$ cat config.mk
export PLATFORM = sky130hd
export DESIGN_NAME = hex_digit_counter
export DESIGN_NICKNAME = d
export VERILOG_FILES = /design/src/rtl/hex_digit_counter.sv
export SDC_FILE = /design/constraint.sdc
export NUM_CORES = 1
export LEC_CHECK = 0
export ABC_AREA = 0
export CORE_MARGIN = 1
export CORE_UTILIZATION = 40
export CTS_CLUSTER_SIZE = 16
export DETAILED_ROUTE_END_ITERATION = 10
export DONT_BUFFER_PORTS = 1
export PLACE_DENSITY_LB_ADDON = 0.1
export SETUP_SLACK_MARGIN = 0.1
export SYNTH_ARGS = -nofsm -noshare
export SYNTH_HDL_FRONTEND = slang
export SYNTH_SLANG_ARGS = --single-unit
$ cat constraint.sdc
create_clock -name clock -period 2.9 [get_ports clock]
set_input_delay 0.58 -clock clock [delete_from_list [all_inputs] [get_ports clock]]
set_output_delay 0.58 -clock clock [all_outputs]
set_load 0.01 [all_outputs]
$ cat src/rtl/hex_digit_counter.sv
// hex_digit_counter: rate-divided multi-digit counter feeding 7-segment decoders.
// Optional HEX_DIGIT_COUNTER_BCD_EN makes each digit count decimal 0..9.
module hex_digit_counter #(
    parameter int DIV_MAX = 49999999,
    parameter int DIGITS  = 2
) (
    input  logic                  clock,
    input  logic                  resetn,
    input  logic                  enable,
    input  logic                  up,
    input  logic                  load,
    input  logic [DIGITS*4-1:0]   load_value,
    output logic [DIGITS*4-1:0]   digits,
    output logic                  tick,
    output logic                  carry
);

    localparam int DW = (DIV_MAX < 2) ? 1 : $clog2(DIV_MAX + 1);
    localparam logic [DW-1:0] RELOAD = DW'(DIV_MAX);

`ifdef HEX_DIGIT_COUNTER_BCD_EN
    localparam logic [3:0] MAXD = 4'd9;
`else
    localparam logic [3:0] MAXD = 4'hF;
`endif

    logic [DW-1:0]         div_q;
    logic [DIGITS*4-1:0]   digits_q;
    logic                  tick_q;
    logic                  carry_q;

    logic [DIGITS*4-1:0]   nxt;
    logic [3:0]            d;
    logic                  c;

    // Ripple the +1/-1 through the digits; c left high means all wrapped.
    always_comb begin
        nxt = digits_q;
        d   = '0;
        c   = 1'b1;
        for (int i = 0; i < DIGITS; i++) begin
            d = digits_q[4*i +: 4];
            if (c) begin
                if (up) begin
`ifdef HEX_DIGIT_COUNTER_BCD_EN
                    if (d >= MAXD) begin
`else
                    if (d == MAXD) begin
`endif
                        nxt[4*i +: 4] = 4'd0;
                    end else begin
                        nxt[4*i +: 4] = d + 4'd1;
                        c = 1'b0;
                    end
                end else begin
                    if (d == 4'd0) begin
                        nxt[4*i +: 4] = MAXD;
`ifdef HEX_DIGIT_COUNTER_BCD_EN
                    end else if (d > MAXD) begin
                        nxt[4*i +: 4] = MAXD;
                        c = 1'b0;
`endif
                    end else begin
                        nxt[4*i +: 4] = d - 4'd1;
                        c = 1'b0;
                    end
                end
            end
        end
    end

    // Divider, digit register and one-cycle step pulses.
    always_ff @(posedge clock) begin
        if (!resetn) begin
            div_q    <= RELOAD;
            digits_q <= '0;
            tick_q   <= 1'b0;
            carry_q  <= 1'b0;
        end else if (load) begin
            div_q    <= RELOAD;
            digits_q <= load_value;
            tick_q   <= 1'b0;
            carry_q  <= 1'b0;
        end else if (enable) begin
            if (div_q == '0) begin
                div_q    <= RELOAD;
                digits_q <= nxt;
                tick_q   <= 1'b1;
                carry_q  <= c;
            end else begin
                div_q    <= div_q - DW'(1);
                tick_q   <= 1'b0;
                carry_q  <= 1'b0;
            end
        end else begin
            tick_q  <= 1'b0;
            carry_q <= 1'b0;
        end
    end

    assign digits = digits_q;
    assign tick   = tick_q;
    assign carry  = carry_q;

endmodule

-- Word level (Yosys, flattened, before mapping)
Index checks and enable logic that the tools add are counted.
- register bits: 36
- latch bits: 0
- bits in writable memories: 0
- ROM bits: 0
- bits of input ports: 13
- output and inout bits: 10
- memories: 0
- add/subtract/negate cells: 5
- $mul: 0
- divide/modulo/power cells: 0
- $lt $le $gt $ge: 0
- equal/unequal tests: 2
- shift-type cells: 0
- muxes and demuxes: 18
- bitwise logic cells: 4
- reductions and logical operators: 11
- operator list (operator ; number):
    4-bit 2-to-1 mux ; 7
    26-bit logical NOT ; 1
    26-bit 2-to-1 mux ; 1
    26-bit by 1-bit subtractor with 26-bit output (second input constant) ; 1
    8-bit 2-to-1 mux ; 3
    4-bit by 1-bit adder with 4-bit output (second input constant) ; 2
    4-bit == test (second input constant) ; 2
    4-bit logical NOT ; 2
    4-bit by 1-bit subtractor with 4-bit output (second input constant) ; 2
    1-bit 2-to-1 mux ; 7
    2-bit nonzero test ; 3
    5-bit OR reduction ; 1
    1-bit inverter ; 4
    3-bit AND reduction ; 1
    3-bit OR reduction ; 1
    2-bit AND reduction ; 1
    2-bit OR reduction ; 1

-- Logic depth before layout (Yosys ltp)
- word-level depth: 7
- mapped depth: 9

-- Worst setup path before layout
Ideal clock, no wire load.
- path kind: register to register
- start: reg div_q[5]
- end: reg digits_q[5], in the netlist digits[5]
- library setup time: 132 ps
- data arrival time: 2007 ps
- data required time: 2768 ps
- slack: 760 ps
- cell stages (with the launch flop): 7
- period minus slack after synthesis: 2140 ps
- cell sequence: dfxtp_1 > or4_4 > or4_4 > buf_6 > nor3b_4 > mux2i_1 > a21oi_1
- cells in the longest elaborated chain, start to end: 3
- ends and longest elaborated chain (item ; line ; source):
    from (decl) ; 27 ; logic [DW-1:0] div_q;
    from (signal assigned) ; 91 ; div_q <= div_q - DW'(1);
    26-bit logical NOT ; 85 ; if (div_q == '0) begin
    2-bit nonzero test (no line) ; -- ;
    3-bit AND reduction (no line) ; -- ;
    to (signal assigned) ; 81 ; digits_q <= load_value;
    to (signal assigned) ; 87 ; digits_q <= nxt;
    to (decl) ; 28 ; logic [DIGITS*4-1:0] digits_q;
Every way passes these cells.
A chain may end at the register's enable or synchronous reset.

-- Worst setup path after layout
Ends and elaborated chain as after synthesis.

==> run metrics <==
# H-tree levels=2; Worst-path clk slew=approximately 0.070 ns; Max IR drop VDD=around 0.26 mV; TritonCTS clock tree=yes; Worst Setup Start Kind=register; pre-CTS WS=approximately 0.59 ns; total clock sinks=36; Syn Nets=250; critical path, cell by cell=or4_4 -> or4_4 -> nor3b_4 -> mux2i_1 -> a21oi_1; DIE WIDTH=between 70 and 80 microns; # setup viols final=0; Final nets=254; crit share post-route=between 70% and 80%; Routed Antenna Nets=0; fmax=0.444 GHz; Max-Slew Margin vs Limit=62.2%; RSZ-0062 raised after global routing=false; Crit Path Max Fanout=9; Pwr Density=570 nW/um^2; Final min period=2.25 ns; I/O Pins=23; PostCTS Resize Cnt=0; most frequent CP cell=or4_4; initial antenna violation count=0; crit end category=register; Largest stage delay, worst path=0.59 ns; worst skew pair latency=0.30 ns; # Post-CTS Setup Buffers=0; Fin Clk Skew=0.00731 ns; Hold Path Class=in2reg; Via density=5.53; Die Area=5080 sq um; number of synthesized flops with an enable pin=0; vias in the first global route=1540; Unique masters post-synth=46; Syn-to-layout area delta=11.2%; Seq/Total Area, Yosys=between 30% and 40%; largest net degree at the start of global routing=19; Synth area leaders=dfxtp_1, xnor2_1, nand2_1; Req. time, crit path=3.06 ns; 1st-pass router iterations=8; Arr. time, crit path=2.41 ns; post-synth top area share=a little under two fifths; DR vias=between 1.5k and 2k; Yosys top cell by area=dfxtp_1; chip height=71.2 microns; Setup CP Type=reg2reg; row count=24; final HPWL from detailed placement=between 2000 and 3000 microns; Synth async-reset ratio=0%; Ys Warns=0; RePlAce Congestion=0.801; failing checks=design-rule violations; Wirelength per Cell=13.8 microns; port buffer count=0; Hold Violations, Final=0; # DRC=1; CTS Buffer Depth=2; maxcap violations=0; DR iter-0 viols=100; Least-Margin Pin Slew=about 0.56 ns; top_reg_cell synth=dfxtp_1; Syn Inst Count=231; crit path max-delay cell type=or4_4; area of the core=4470 sq um; hold buffers post-CTS=0; post-synthesis cell area=1920 sq um; wire length of the first global-routing pass=7220 microns; GR Util All Layers=between 10% and 20%; FILL cells=447; PnR worst setup slack=approximately 0.65 ns; Clk Tree Root Cell=clkbuf_8; gr ovfl total=0; Post-Route WL=3980 microns; Antenna Diode Count=0; Setup TNS Final=0 ns; cell leakage power=0.734 nW; #FFs+latches synth=36; Inserted Clock Buffers=5; Starting Density=42.9%; outcome=finished with violations; Syn Area/Cell=8.30 sq um; layout cell share with drive strength beyond 1=9.32%; Max Slew Vio Count=0
where the power goes:
part           internal (W)  switching (W)  total (W)
clock network      0.000430       0.000191   0.000621
logic             0.0000324      0.0000402  0.0000726
registers          0.000503      0.0000200   0.000523
metrics by stage:
stage | cells | total power, W | util, % | instance area [sq um] | hold WS (ns)
2_1_floorplan | 231 | 0.000593 | - | 1920 | 0.466
3_3_place_gp | 280 | 0.000608 | 44.1 | 1970 | 0.491
3_5_place_dp | 280 | 0.000606 | 44.1 | 1970 | 0.485
5_1_grt | 288 | 0.00126 | 47.7 | 2130 | 0.419
6_report | 288 | 0.00122 | 47.7 | 2130 | 0.418
4_1_cts | 288 | 0.00123 | 47.7 | 2130 | 0.407
cells by family after synthesis:
| logic type | after synthesis | synth area share (%) |
|---|---|---|
| simple gates | 100 | 27.3 |
| flops | 36 | 37.6 |
| compound gates | 44 | 14.7 |
| xor+xnor | 25 | 11.4 |
| fa+ha+maj | 6 | 3.91 |
| buf+inv | 18 | 3.98 |
| mux | 2 | 1.04 |
cell usage after synthesis (2+ instances only):
cell	n
dfxtp_1	36
nand2_1	28
nor2_1	23
xnor2_1	21
a21oi_1	13
inv_1	12
o21ai_0	11
nor4_1	10
nor3_1	8
ha_1	6
nand3_1	6
a31oi_1	4
nand2b_1	4
or2_2	4
xor2_1	4
a211oi_2	2
and2_1	2
buf_1	2
clkbuf_1	2
mux2i_1	2
nand4_1	2
o22ai_1	2
o311ai_0	2
or3_1	2
or4_4	2
metal layers:
metal	part of all wire [%]	GRT usage (%)
met1	54	26.0
met5	0	0
met3	3.4	4.08
met4	2.1	8.67
met2	41	26.1
final timing paths:
path	startpoint	end	slack [ns]	cells past startpoint
max	div_q[5]$_SDFFE_PP1P_	digits[5]$_SDFFE_PN0P_	0.65	5
min	resetn	digits[1]$_SDFFE_PN0P_	0.42	2
max reg2reg	div_q[5]$_SDFFE_PP1P_	digits[5]$_SDFFE_PN0P_	0.65	5
min reg2reg	div_q[20]$_SDFFE_PP1P_	div_q[20]$_SDFFE_PP1P_	0.51	2
layout make-up:
type | count | area [sq um] | area share [%]
clock buffers | 5 | 68.8 | 3.23
inverters | 12 | 45.0 | 2.11
repair buffers | 3 | 22.5 | 1.06
clock inverters | 3 | 90.1 | 4.22
multi-input cells | 177 | 1120 | 52.6
flip-flops and latches | 36 | 721 | 33.8
well taps | 52 | 65.1 | 3.05
cell usage in the layout (no fill, tap or decap), types with 2 or more instances in the layout:
| cell type | instances |
|---|---|
| dfxtp_1 | 36 |
| nand2_1 | 28 |
| nor2_1 | 23 |
| xnor2_1 | 21 |
| a21oi_1 | 13 |
| inv_1 | 12 |
| o21ai_0 | 11 |
| nor4_1 | 10 |
| nor3_1 | 8 |
| nand3_1 | 6 |
| ha_1 | 6 |
| clkbuf_8 | 5 |
| or2_2 | 4 |
| nand2b_1 | 4 |
| a31oi_1 | 4 |
| xor2_1 | 4 |
| bufinv_16 | 3 |
| buf_4 | 3 |
| nand4_1 | 2 |
| or4_4 | 2 |
| or3_1 | 2 |
| o22ai_1 | 2 |
| o311ai_0 | 2 |
| and2_1 | 2 |
| mux2i_1 | 2 |
| a211oi_2 | 2 |
worst max-delay path, delay by kind of cell (launching register included):
kind,cells,cell delay (ns)
mux,1,0.22
simple gates,3,1.47
flops,1,0.36
compound gates,1,0.08
state kept, by name, summed over array words and instances, names as in the netlist:
signal and count:
digits 8, tick 1, carry 1, div_q 26
Power figures use the tool's default switching activity.
